$ cat src/rtl/tlb_request_arbiter_pkg.sv
// Shared TLB defines: page index and ASID types, the TLB command encoding,
// and a small helper that separates maintenance commands from lookups.
package tlb_request_arbiter_pkg;

    localparam int PAGE_INDEX_WIDTH = 20;
    localparam int ASID_WIDTH       = 8;

    typedef logic [PAGE_INDEX_WIDTH-1:0] page_index_t;
    typedef logic [ASID_WIDTH-1:0]       asid_t;

    typedef enum logic [1:0] {
        LOOKUP         = 2'd0,
        UPDATE         = 2'd1,
        INVALIDATE     = 2'd2,
        INVALIDATE_ALL = 2'd3
    } tlb_cmd_t;

    function automatic logic is_maintenance(input tlb_cmd_t cmd);
        return cmd != LOOKUP;
    endfunction

endpackage

$ cat src/rtl/tlb_request_arbiter_if.sv
// Requester-side bus of the TLB arbiter: one valid/ready handshake plus a
// command payload per requester port.
interface tlb_request_arbiter_if #(
    parameter int NUM_REQUESTERS = 4
);
    import tlb_request_arbiter_pkg::*;

    logic [NUM_REQUESTERS-1:0] req_valid;
    logic [NUM_REQUESTERS-1:0] req_ready;
    tlb_cmd_t                  req_cmd        [NUM_REQUESTERS];
    page_index_t               req_vpage_idx  [NUM_REQUESTERS];
    asid_t                     req_asid       [NUM_REQUESTERS];
    page_index_t               req_ppage_idx  [NUM_REQUESTERS];
    logic [NUM_REQUESTERS-1:0] req_present;
    logic [NUM_REQUESTERS-1:0] req_exe_writable;
    logic [NUM_REQUESTERS-1:0] req_supervisor;
    logic [NUM_REQUESTERS-1:0] req_global;

    modport master (
        output req_valid, req_cmd, req_vpage_idx, req_asid, req_ppage_idx,
               req_present, req_exe_writable, req_supervisor, req_global,
        input  req_ready
    );

    modport slave (
        input  req_valid, req_cmd, req_vpage_idx, req_asid, req_ppage_idx,
               req_present, req_exe_writable, req_supervisor, req_global,
        output req_ready
    );

endinterface

$ cat src/rtl/tlb_request_arbiter_rr_arbiter.sv
// Round-robin arbiter: one-hot grant searched from a rotating pointer that
// moves just past the winner whenever the grant is taken.
module rr_arbiter #(
    parameter  int WIDTH     = 4,
    localparam int IDX_WIDTH = (WIDTH > 1) ? $clog2(WIDTH) : 1
) (
    input  logic                 clk,
    input  logic                 reset,
    input  logic [WIDTH-1:0]     req,
    input  logic                 advance,
    output logic [WIDTH-1:0]     grant,
    output logic [IDX_WIDTH-1:0] grant_idx
);

    logic [IDX_WIDTH-1:0] ptr;

    always_comb begin
        int                   idx;
        logic [IDX_WIDTH-1:0] idx_sel;
        logic                 found;
        grant     = '0;
        grant_idx = '0;
        found     = 1'b0;
        idx       = 0;
        idx_sel   = '0;
        for (int off = 0; off < WIDTH; off++) begin
            idx = int'(ptr) + off;
            if (idx >= WIDTH) begin
                idx = idx - WIDTH;
            end
            idx_sel = IDX_WIDTH'(idx);
            if (!found && req[idx_sel]) begin
                grant[idx_sel] = 1'b1;
                grant_idx      = idx_sel;
                found          = 1'b1;
            end
        end
    end

    // The pointer only moves on a taken grant, so an idle class keeps its turn.
    always_ff @(posedge clk or posedge reset) begin
        if (reset) begin
            ptr <= '0;
        end else if (advance) begin
            if (grant_idx == IDX_WIDTH'(WIDTH - 1)) begin
                ptr <= '0;
            end else begin
                ptr <= grant_idx + IDX_WIDTH'(1);
            end
        end
    end

endmodule

$ cat src/rtl/tlb_request_arbiter.sv
// Arbitrates TLB commands from several requesters: maintenance beats lookups
// unless lookups have starved, and one completion is returned per grant.
module tlb_request_arbiter
    import tlb_request_arbiter_pkg::*;
#(
    parameter  int NUM_REQUESTERS = 4,
    parameter  int STARVE_LIMIT   = 8,
    localparam int ID_WIDTH       = $clog2(NUM_REQUESTERS),
    localparam int COUNT_WIDTH    = $clog2(STARVE_LIMIT + 1)
) (
    input  logic                    clk,
    input  logic                    reset,
    tlb_request_arbiter_if.slave    req_bus,

    output logic                    tlb_lookup_en,
    output logic                    tlb_update_en,
    output logic                    tlb_invalidate_en,
    output logic                    tlb_invalidate_all_en,
    output page_index_t             tlb_request_vpage_idx,
    output asid_t                   tlb_request_asid,
    output page_index_t             tlb_update_ppage_idx,
    output logic                    tlb_update_present,
    output logic                    tlb_update_exe_writable,
    output logic                    tlb_update_supervisor,
    output logic                    tlb_update_global,

    input  page_index_t             tlb_lookup_ppage_idx,
    input  logic                    tlb_lookup_hit,
    input  logic                    tlb_lookup_present,
    input  logic                    tlb_lookup_exe_writable,
    input  logic                    tlb_lookup_supervisor,

    output logic                    resp_valid,
    output logic [ID_WIDTH-1:0]     resp_id,
    output tlb_cmd_t                resp_cmd,
    output logic                    resp_hit,
    output page_index_t             resp_ppage_idx,
    output logic                    resp_present,
    output logic                    resp_exe_writable,
    output logic                    resp_supervisor
);

    logic [NUM_REQUESTERS-1:0] lookup_req;
    logic [NUM_REQUESTERS-1:0] maint_req;
    logic [NUM_REQUESTERS-1:0] lookup_grant;
    logic [NUM_REQUESTERS-1:0] maint_grant;
    logic [ID_WIDTH-1:0]       lookup_idx;
    logic [ID_WIDTH-1:0]       maint_idx;
    logic [ID_WIDTH-1:0]       grant_idx;
    logic                      lookup_sel;
    logic                      maint_sel;
    logic                      any_grant;
    logic                      starve_flag;
    logic                      resp_is_lookup;
    logic [COUNT_WIDTH-1:0]    starve_count;
    tlb_cmd_t                  grant_cmd;

    always_comb begin
        lookup_req = '0;
        maint_req  = '0;
        for (int i = 0; i < NUM_REQUESTERS; i++) begin
            lookup_req[i] = req_bus.req_valid[i] && !is_maintenance(req_bus.req_cmd[i]);
            maint_req[i]  = req_bus.req_valid[i] &&  is_maintenance(req_bus.req_cmd[i]);
        end
    end

    assign starve_flag = (starve_count == COUNT_WIDTH'(STARVE_LIMIT));

    // Class choice; reset masks it so ready and the strobes drop immediately.
    always_comb begin
        lookup_sel = 1'b0;
        maint_sel  = 1'b0;
        if (!reset) begin
            if ((|lookup_req) && (starve_flag || !(|maint_req))) begin
                lookup_sel = 1'b1;
            end else if (|maint_req) begin
                maint_sel = 1'b1;
            end
        end
    end

    assign any_grant = lookup_sel || maint_sel;
    assign grant_idx = lookup_sel ? lookup_idx : maint_idx;

    always_comb begin
        req_bus.req_ready = '0;
        if (lookup_sel) begin
            req_bus.req_ready = lookup_grant;
        end else if (maint_sel) begin
            req_bus.req_ready = maint_grant;
        end
    end

    rr_arbiter #(.WIDTH(NUM_REQUESTERS)) u_lookup_arb (
        .clk       (clk),
        .reset     (reset),
        .req       (lookup_req),
        .advance   (lookup_sel),
        .grant     (lookup_grant),
        .grant_idx (lookup_idx)
    );

    rr_arbiter #(.WIDTH(NUM_REQUESTERS)) u_maint_arb (
        .clk       (clk),
        .reset     (reset),
        .req       (maint_req),
        .advance   (maint_sel),
        .grant     (maint_grant),
        .grant_idx (maint_idx)
    );

    // Command bus to the TLB is steered from the winner and zeroed when idle.
    always_comb begin
        grant_cmd               = req_bus.req_cmd[grant_idx];
        tlb_lookup_en           = any_grant && (grant_cmd == LOOKUP);
        tlb_update_en           = any_grant && (grant_cmd == UPDATE);
        tlb_invalidate_en       = any_grant && (grant_cmd == INVALIDATE);
        tlb_invalidate_all_en   = any_grant && (grant_cmd == INVALIDATE_ALL);
        tlb_request_vpage_idx   = '0;
        tlb_request_asid        = '0;
        tlb_update_ppage_idx    = '0;
        tlb_update_present      = 1'b0;
        tlb_update_exe_writable = 1'b0;
        tlb_update_supervisor   = 1'b0;
        tlb_update_global       = 1'b0;
        if (any_grant) begin
            tlb_request_vpage_idx   = req_bus.req_vpage_idx[grant_idx];
            tlb_request_asid        = req_bus.req_asid[grant_idx];
            tlb_update_ppage_idx    = req_bus.req_ppage_idx[grant_idx];
            tlb_update_present      = req_bus.req_present[grant_idx];
            tlb_update_exe_writable = req_bus.req_exe_writable[grant_idx];
            tlb_update_supervisor   = req_bus.req_supervisor[grant_idx];
            tlb_update_global       = req_bus.req_global[grant_idx];
        end
    end

    // Saturating count of lookup-pending cycles lost to maintenance traffic.
    always_ff @(posedge clk or posedge reset) begin
        if (reset) begin
            starve_count <= '0;
        end else if (lookup_sel) begin
            starve_count <= '0;
        end else if (|lookup_req) begin
            if (!starve_flag) begin
                starve_count <= starve_count + COUNT_WIDTH'(1);
            end
        end else begin
            starve_count <= '0;
        end
    end

    always_ff @(posedge clk or posedge reset) begin
        if (reset) begin
            resp_valid <= 1'b0;
            resp_id    <= '0;
            resp_cmd   <= LOOKUP;
        end else begin
            resp_valid <= any_grant;
            if (any_grant) begin
                resp_id  <= grant_idx;
                resp_cmd <= grant_cmd;
            end
        end
    end

    // The TLB result lines are only meaningful for a completing lookup.
    assign resp_is_lookup    = resp_valid && (resp_cmd == LOOKUP);
    assign resp_hit          = resp_is_lookup && tlb_lookup_hit;
    assign resp_ppage_idx    = resp_is_lookup ? tlb_lookup_ppage_idx : '0;
    assign resp_present      = resp_is_lookup && tlb_lookup_present;
    assign resp_exe_writable = resp_is_lookup && tlb_lookup_exe_writable;
    assign resp_supervisor   = resp_is_lookup && tlb_lookup_supervisor;

endmodule

$ cat src/flat_wrapper.sv
// flat-port wrapper written by rule: the top's interface ports become plain ports
module tlb_request_arbiter_flat import tlb_request_arbiter_pkg::*;
#(
    parameter  int NUM_REQUESTERS = 4,
    parameter  int STARVE_LIMIT   = 8,
    localparam int ID_WIDTH       = $clog2(NUM_REQUESTERS),
    localparam int COUNT_WIDTH    = $clog2(STARVE_LIMIT + 1)
)
  (clk, reset, tlb_lookup_en, tlb_update_en, tlb_invalidate_en, tlb_invalidate_all_en, tlb_request_vpage_idx, tlb_request_asid, tlb_update_ppage_idx, tlb_update_present, tlb_update_exe_writable, tlb_update_supervisor, tlb_update_global, tlb_lookup_ppage_idx, tlb_lookup_hit, tlb_lookup_present, tlb_lookup_exe_writable, tlb_lookup_supervisor, resp_valid, resp_id, resp_cmd, resp_hit, resp_ppage_idx, resp_present, resp_exe_writable, resp_supervisor, req_bus_req_valid, req_bus_req_cmd, req_bus_req_vpage_idx, req_bus_req_asid, req_bus_req_ppage_idx, req_bus_req_present, req_bus_req_exe_writable, req_bus_req_supervisor, req_bus_req_global, req_bus_req_ready);
  tlb_request_arbiter_if #(.NUM_REQUESTERS(NUM_REQUESTERS)) req_bus_i ();
  input  logic clk;
  input  logic reset;
  output logic tlb_lookup_en;
  output logic tlb_update_en;
  output logic tlb_invalidate_en;
  output logic tlb_invalidate_all_en;
  output page_index_t tlb_request_vpage_idx;
  output asid_t tlb_request_asid;
  output page_index_t tlb_update_ppage_idx;
  output logic tlb_update_present;
  output logic tlb_update_exe_writable;
  output logic tlb_update_supervisor;
  output logic tlb_update_global;
  input  page_index_t tlb_lookup_ppage_idx;
  input  logic tlb_lookup_hit;
  input  logic tlb_lookup_present;
  input  logic tlb_lookup_exe_writable;
  input  logic tlb_lookup_supervisor;
  output logic resp_valid;
  output logic [ID_WIDTH-1:0] resp_id;
  output tlb_cmd_t resp_cmd;
  output logic resp_hit;
  output page_index_t resp_ppage_idx;
  output logic resp_present;
  output logic resp_exe_writable;
  output logic resp_supervisor;
  input wire logic [$bits(req_bus_i.req_valid)-1:0] req_bus_req_valid;
  input wire logic [$bits(req_bus_i.req_cmd)-1:0] req_bus_req_cmd;
  input wire logic [$bits(req_bus_i.req_vpage_idx)-1:0] req_bus_req_vpage_idx;
  input wire logic [$bits(req_bus_i.req_asid)-1:0] req_bus_req_asid;
  input wire logic [$bits(req_bus_i.req_ppage_idx)-1:0] req_bus_req_ppage_idx;
  input wire logic [$bits(req_bus_i.req_present)-1:0] req_bus_req_present;
  input wire logic [$bits(req_bus_i.req_exe_writable)-1:0] req_bus_req_exe_writable;
  input wire logic [$bits(req_bus_i.req_supervisor)-1:0] req_bus_req_supervisor;
  input wire logic [$bits(req_bus_i.req_global)-1:0] req_bus_req_global;
  output wire logic [$bits(req_bus_i.req_ready)-1:0] req_bus_req_ready;
  assign req_bus_i.req_valid = req_bus_req_valid;
  assign req_bus_i.req_cmd = {>>{req_bus_req_cmd}};
  assign req_bus_i.req_vpage_idx = {>>{req_bus_req_vpage_idx}};
  assign req_bus_i.req_asid = {>>{req_bus_req_asid}};
  assign req_bus_i.req_ppage_idx = {>>{req_bus_req_ppage_idx}};
  assign req_bus_i.req_present = req_bus_req_present;
  assign req_bus_i.req_exe_writable = req_bus_req_exe_writable;
  assign req_bus_i.req_supervisor = req_bus_req_supervisor;
  assign req_bus_i.req_global = req_bus_req_global;
  assign req_bus_req_ready = req_bus_i.req_ready;
  tlb_request_arbiter #(.NUM_REQUESTERS(NUM_REQUESTERS), .STARVE_LIMIT(STARVE_LIMIT)) u_core (.clk(clk), .reset(reset), .req_bus(req_bus_i), .tlb_lookup_en(tlb_lookup_en), .tlb_update_en(tlb_update_en), .tlb_invalidate_en(tlb_invalidate_en), .tlb_invalidate_all_en(tlb_invalidate_all_en), .tlb_request_vpage_idx(tlb_request_vpage_idx), .tlb_request_asid(tlb_request_asid), .tlb_update_ppage_idx(tlb_update_ppage_idx), .tlb_update_present(tlb_update_present), .tlb_update_exe_writable(tlb_update_exe_writable), .tlb_update_supervisor(tlb_update_supervisor), .tlb_update_global(tlb_update_global), .tlb_lookup_ppage_idx(tlb_lookup_ppage_idx), .tlb_lookup_hit(tlb_lookup_hit), .tlb_lookup_present(tlb_lookup_present), .tlb_lookup_exe_writable(tlb_lookup_exe_writable), .tlb_lookup_supervisor(tlb_lookup_supervisor), .resp_valid(resp_valid), .resp_id(resp_id), .resp_cmd(resp_cmd), .resp_hit(resp_hit), .resp_ppage_idx(resp_ppage_idx), .resp_present(resp_present), .resp_exe_writable(resp_exe_writable), .resp_supervisor(resp_supervisor));
endmodule
$ cat config.mk
export PLATFORM = sky130hd
export DESIGN_NAME = tlb_request_arbiter_flat
export DESIGN_NICKNAME = d
export VERILOG_FILES = /design/src/rtl/tlb_request_arbiter_pkg.sv /design/src/rtl/tlb_request_arbiter_if.sv /design/src/rtl/tlb_request_arbiter_rr_arbiter.sv /design/src/rtl/tlb_request_arbiter.sv /design/src/flat_wrapper.sv
export SDC_FILE = /design/constraint.sdc
export NUM_CORES = 1
export LEC_CHECK = 0
export BUFFER_PORTS_ARGS = -buffer_cell sky130_fd_sc_hd__buf_2
export CAP_MARGIN = 0
export CORE_AREA = 2 2 129 131
export DETAILED_ROUTE_END_ITERATION = 16
export DIE_AREA = 0 0 131 133
export PLACE_DENSITY = 0.71
export SETUP_SLACK_MARGIN = 0.5
export SYNTH_ARGS = -nofsm -noshare
export SYNTH_HDL_FRONTEND = slang
export SYNTH_SLANG_ARGS = --single-unit
$ cat constraint.sdc
create_clock -name clk -period 8.39 [get_ports clk]
set_clock_uncertainty 0.05 [all_clocks]
set_input_delay 0.4195 -clock clk [delete_from_list [all_inputs] [get_ports clk]]
set_output_delay 0.4195 -clock clk [all_outputs]
set_load 0.01 [all_outputs]
==> impl_metrics.tcl <==
set metrics [dict create \
    pwr-share-seq_pct 7.0 \
    start_util_pct 27.4 \
    swShare_pct 56.7 \
    tightest_slew_ns 1.21 \
    cts_tree "built" \
    synth_cells 502 \
    dr.pass1.iters 5 \
    cts_sinks 13 \
    ys_seq_elements 13 \
    core_area_um2 16200 \
    final_cell_area_um2 6180 \
    nets 1064 \
    synthMuxAreaShare_pct 17.5 \
    dieArea_um2 17400 \
    peakVddDrop_uv 278 \
    cp_data_required_time_ns 7.92 \
    combPwrFrac_pct 87.8 \
    clk_pin_slew_ns 0.05 \
    crit_chain "clkinv_1, ha_1, inv_1, o32ai_1, a211oi_2, mux2i_4, buf_4, buf_4, mux2i_1, a211oi_2, buf_2" \
    rsz0062_at_grt "false" \
    drive_gt1_share_pct 56.7 \
    via_per_inst 5.03 \
    diodes 0 \
    h-tree-depth 1 \
    synth_edf_count 0 \
    ff2ff_path_depth 10 \
    setup_tns_ns 0 \
    grt_max_degree 64 \
    routedWlPerCell_um 18.3 \
    period_share_pct 61.7 \
    gr-total-overflow 0 \
    layout-area-overhead-vs-synth_pct 39.6 \
    cpPeakStageDelay_ns 0.67 \
    ctsHoldBuffers 0 \
    die_h_um 133 \
    synthFlopType "dfrtp_1" \
    cpMaxStageDelayCell "buf_4" \
    async_flop_share_pct 100 \
    track_usage_pct 19.3 \
    synthSimpleGateAreaFrac_pct 20.6 \
    synth-seq-area-share_pct 7.35 \
    yosys_warnings 0 \
    antenna_found_initial 0 \
    slew_viol_final 0 \
    fmax_mhz 193 \
    fp.dieW_um 131 \
    fin_hold_ws_ns 0.265 \
    clock_tree.root_cell "clkbuf_16" \
    ys_types 56 \
    r2r-end "u_core.resp_cmd[1]" \
    dp_hpwl_um 15600 \
    critPathLaunchType "flip-flop" \
    fin_cells 1019 \
    fin_total_pwr_mw 1.79 \
    synth_xor_area_share_pct 0.791 \
    totalWireLength_um 18600 \
    critPathBufInv 5 \
    fin_ws_ns 3.22 \
    drtAntennaViolNets 0 \
    dp_slack_ns 3.38 \
    maxCapViolCount 0 \
    synth-compound-area-share_pct 39.5 \
    leakagePower_nw 2.91 \
    netlist_area_um2 4430 \
    grt_first_pass_wirelength_um 26000 \
    place_congestion 0.944 \
    dpl_cell_area_um2 6100 \
    io_pins 335 \
    cts.path.max_buffers 2 \
    arrival_ns 4.71 \
    utilization_pct 38.2 \
    cts_setup_buffers 0 \
    drt_iter0_drc 213 \
    cts_resized 0 \
    layout_min_cycle_time_ns 5.17 \
    crit_path_end_kind "primary output" \
    critical_path_class "flip-flop to primary output" \
    status "finished clean" \
    p_int_uw 775 \
    synth.avg_cell_area_um2 8.82 \
    cp_max_fo 52 \
    power_density_nw_per_um2 290 \
    vias 5129 \
    hold_violations 0 \
    cpLargestDelayFamily "buffers and inverters" \
    switchingPower_mw 1.02 \
    syn_nets 766 \
    port_buffers 334 \
    insertion_delay_ns 0.24 \
    power_frac_clock_pct 5.1 \
    setup_violations 0 \
    rr_startpoint "u_core.u_lookup_arb.ptr[0]" \
    placed_cells 1015 \
    worstHoldPathType "input pin to async pin" \
    drc 0 \
    synth_top_family_by_area "compound AO/OA/AOI/OAI gates" \
    slew-limit-headroom_pct 19.5 \
    yosys.area_share.adder_pct 5.09 \
    grt_pass1_vias 4656 \
    cts_made_buffers 3 \
    num_rows 47 \
    rrSetupSlack_ns 4.38 \
]
==> metal layers <==
layer	track usage, %	share of wire [%]
met3	7.64	13
met1	26.2	43
met5	0	0
met2	29.5	43
met4	2.54	1.1
==> power groups by stage <==
stage | clock, mW | combinational [mW] | sequential, mW
finish | 0.0921 | 1.57 | 0.126
global route | 0.0976 | 1.71 | 0.131
CTS | 0.0928 | 1.58 | 0.126
detailed placement | 0 | 1.57 | 0.127
global placement | 0 | 1.56 | 0.127
floorplan | 0 | 1.25 | 0.107
==> cells in the final DEF (no fill, tap or decap), types with 3 or more instances in the layout <==
cell type	count
o22ai_1	4
o211ai_1	3
a211oi_1	20
o21ai_0	8
mux2i_1	62
ha_1	18
nand2_1	24
a31oi_1	5
mux2_2	3
nor2b_1	54
nor3b_1	4
nor2_1	21
clkbuf_16	3
o21a_1	6
nor3_1	4
a21oi_1	10
o21ai_1	6
and3_1	4
a22oi_1	4
buf_4	7
mux4_2	5
nand3_1	4
a221oi_1	8
buf_2	334
inv_1	9
dfrtp_1	13
nand3b_1	6
and2_1	25
a211oi_2	88
==> cells by family (layout without fill, tap and decap cells) <==
group,after synthesis,in the layout
AOI/OAI and AO/OA,178,178
and+or+nand+nor,158,158
muxes,71,71
buffers and inverters,60,357
adders and majority gates,18,18
DFF,13,13
xor gates and xnor gates,4,4
==> worst register-to-register path, cell delays in order, from the launching register on <==
cell and delay, ns:
dfrtp_1 0.57, clkinv_1 0.41, ha_1 0.58, inv_1 0.16, o32ai_1 0.35, a211oi_2 0.18
mux2i_4 0.24, buf_4 0.58, mux2_2 0.44, a2bb2oi_2 0.25, nand2_1 0.08
==> flip-flops by register name, indices dropped and copies added (netlist names) <==
| name | cells |
|---|---|
| u_core.resp_cmd | 2 |
| u_core.resp_id | 2 |
| u_core.resp_valid | 1 |
| u_core.starve_count | 4 |
| u_core.u_lookup_arb.ptr | 2 |
| u_core.u_maint_arb.ptr | 2 |
==> synthesized netlist by cell type, drive strengths merged (5+ instances only) <==
library cell,n,area share (%)
nand3b,6,1.0
and2,25,3.5
o22ai,5,0.85
clkbuf,13,1.1
o21a,6,1.0
ha,18,5.1
mux4,5,2.5
nor3b,7,1.6
nand2,25,2.1
dfrtp,13,7.3
nor2,22,2.0
nor3,5,0.68
mux2i,63,14
nor2b,54,7.6
a221oi,8,1.6
inv,11,0.93
buf,35,7.0
o21ai,14,1.6
a31oi,5,0.71
a21oi,10,1.1
a211oi,108,28
==> worst max path at each step <==
stage               slack, ns                        end                       start  cells after the start
global route             2.88    tlb_update_ppage_idx[0]  u_core.u_lookup_arb.ptr[0]                     11
CTS                      3.26  tlb_request_vpage_idx[17]  u_core.u_lookup_arb.ptr[0]                     11
floorplan                4.71        tlb_request_asid[0]  u_core.u_lookup_arb.ptr[0]                     14
global placement         3.54  tlb_request_vpage_idx[18]          req_bus_req_cmd[4]                     10
detailed placement       3.38  tlb_request_vpage_idx[17]          req_bus_req_cmd[4]                     10
finish                   3.22  tlb_request_vpage_idx[17]  u_core.u_lookup_arb.ptr[0]                     11
==> area by class of cell <==
| cell class | instances | area (um2) |
|---|---|---|
| inverter | 12 | 45.0 |
| clock buffer | 4 | 78.8 |
| fill | 1622 | 9990 |
| tap | 220 | 275 |
| multi-input combinational | 429 | 3730 |
| sequential | 13 | 325 |
| timing repair buffer | 341 | 1720 |
No activity file was read; power rests on OpenSTA's default activity.
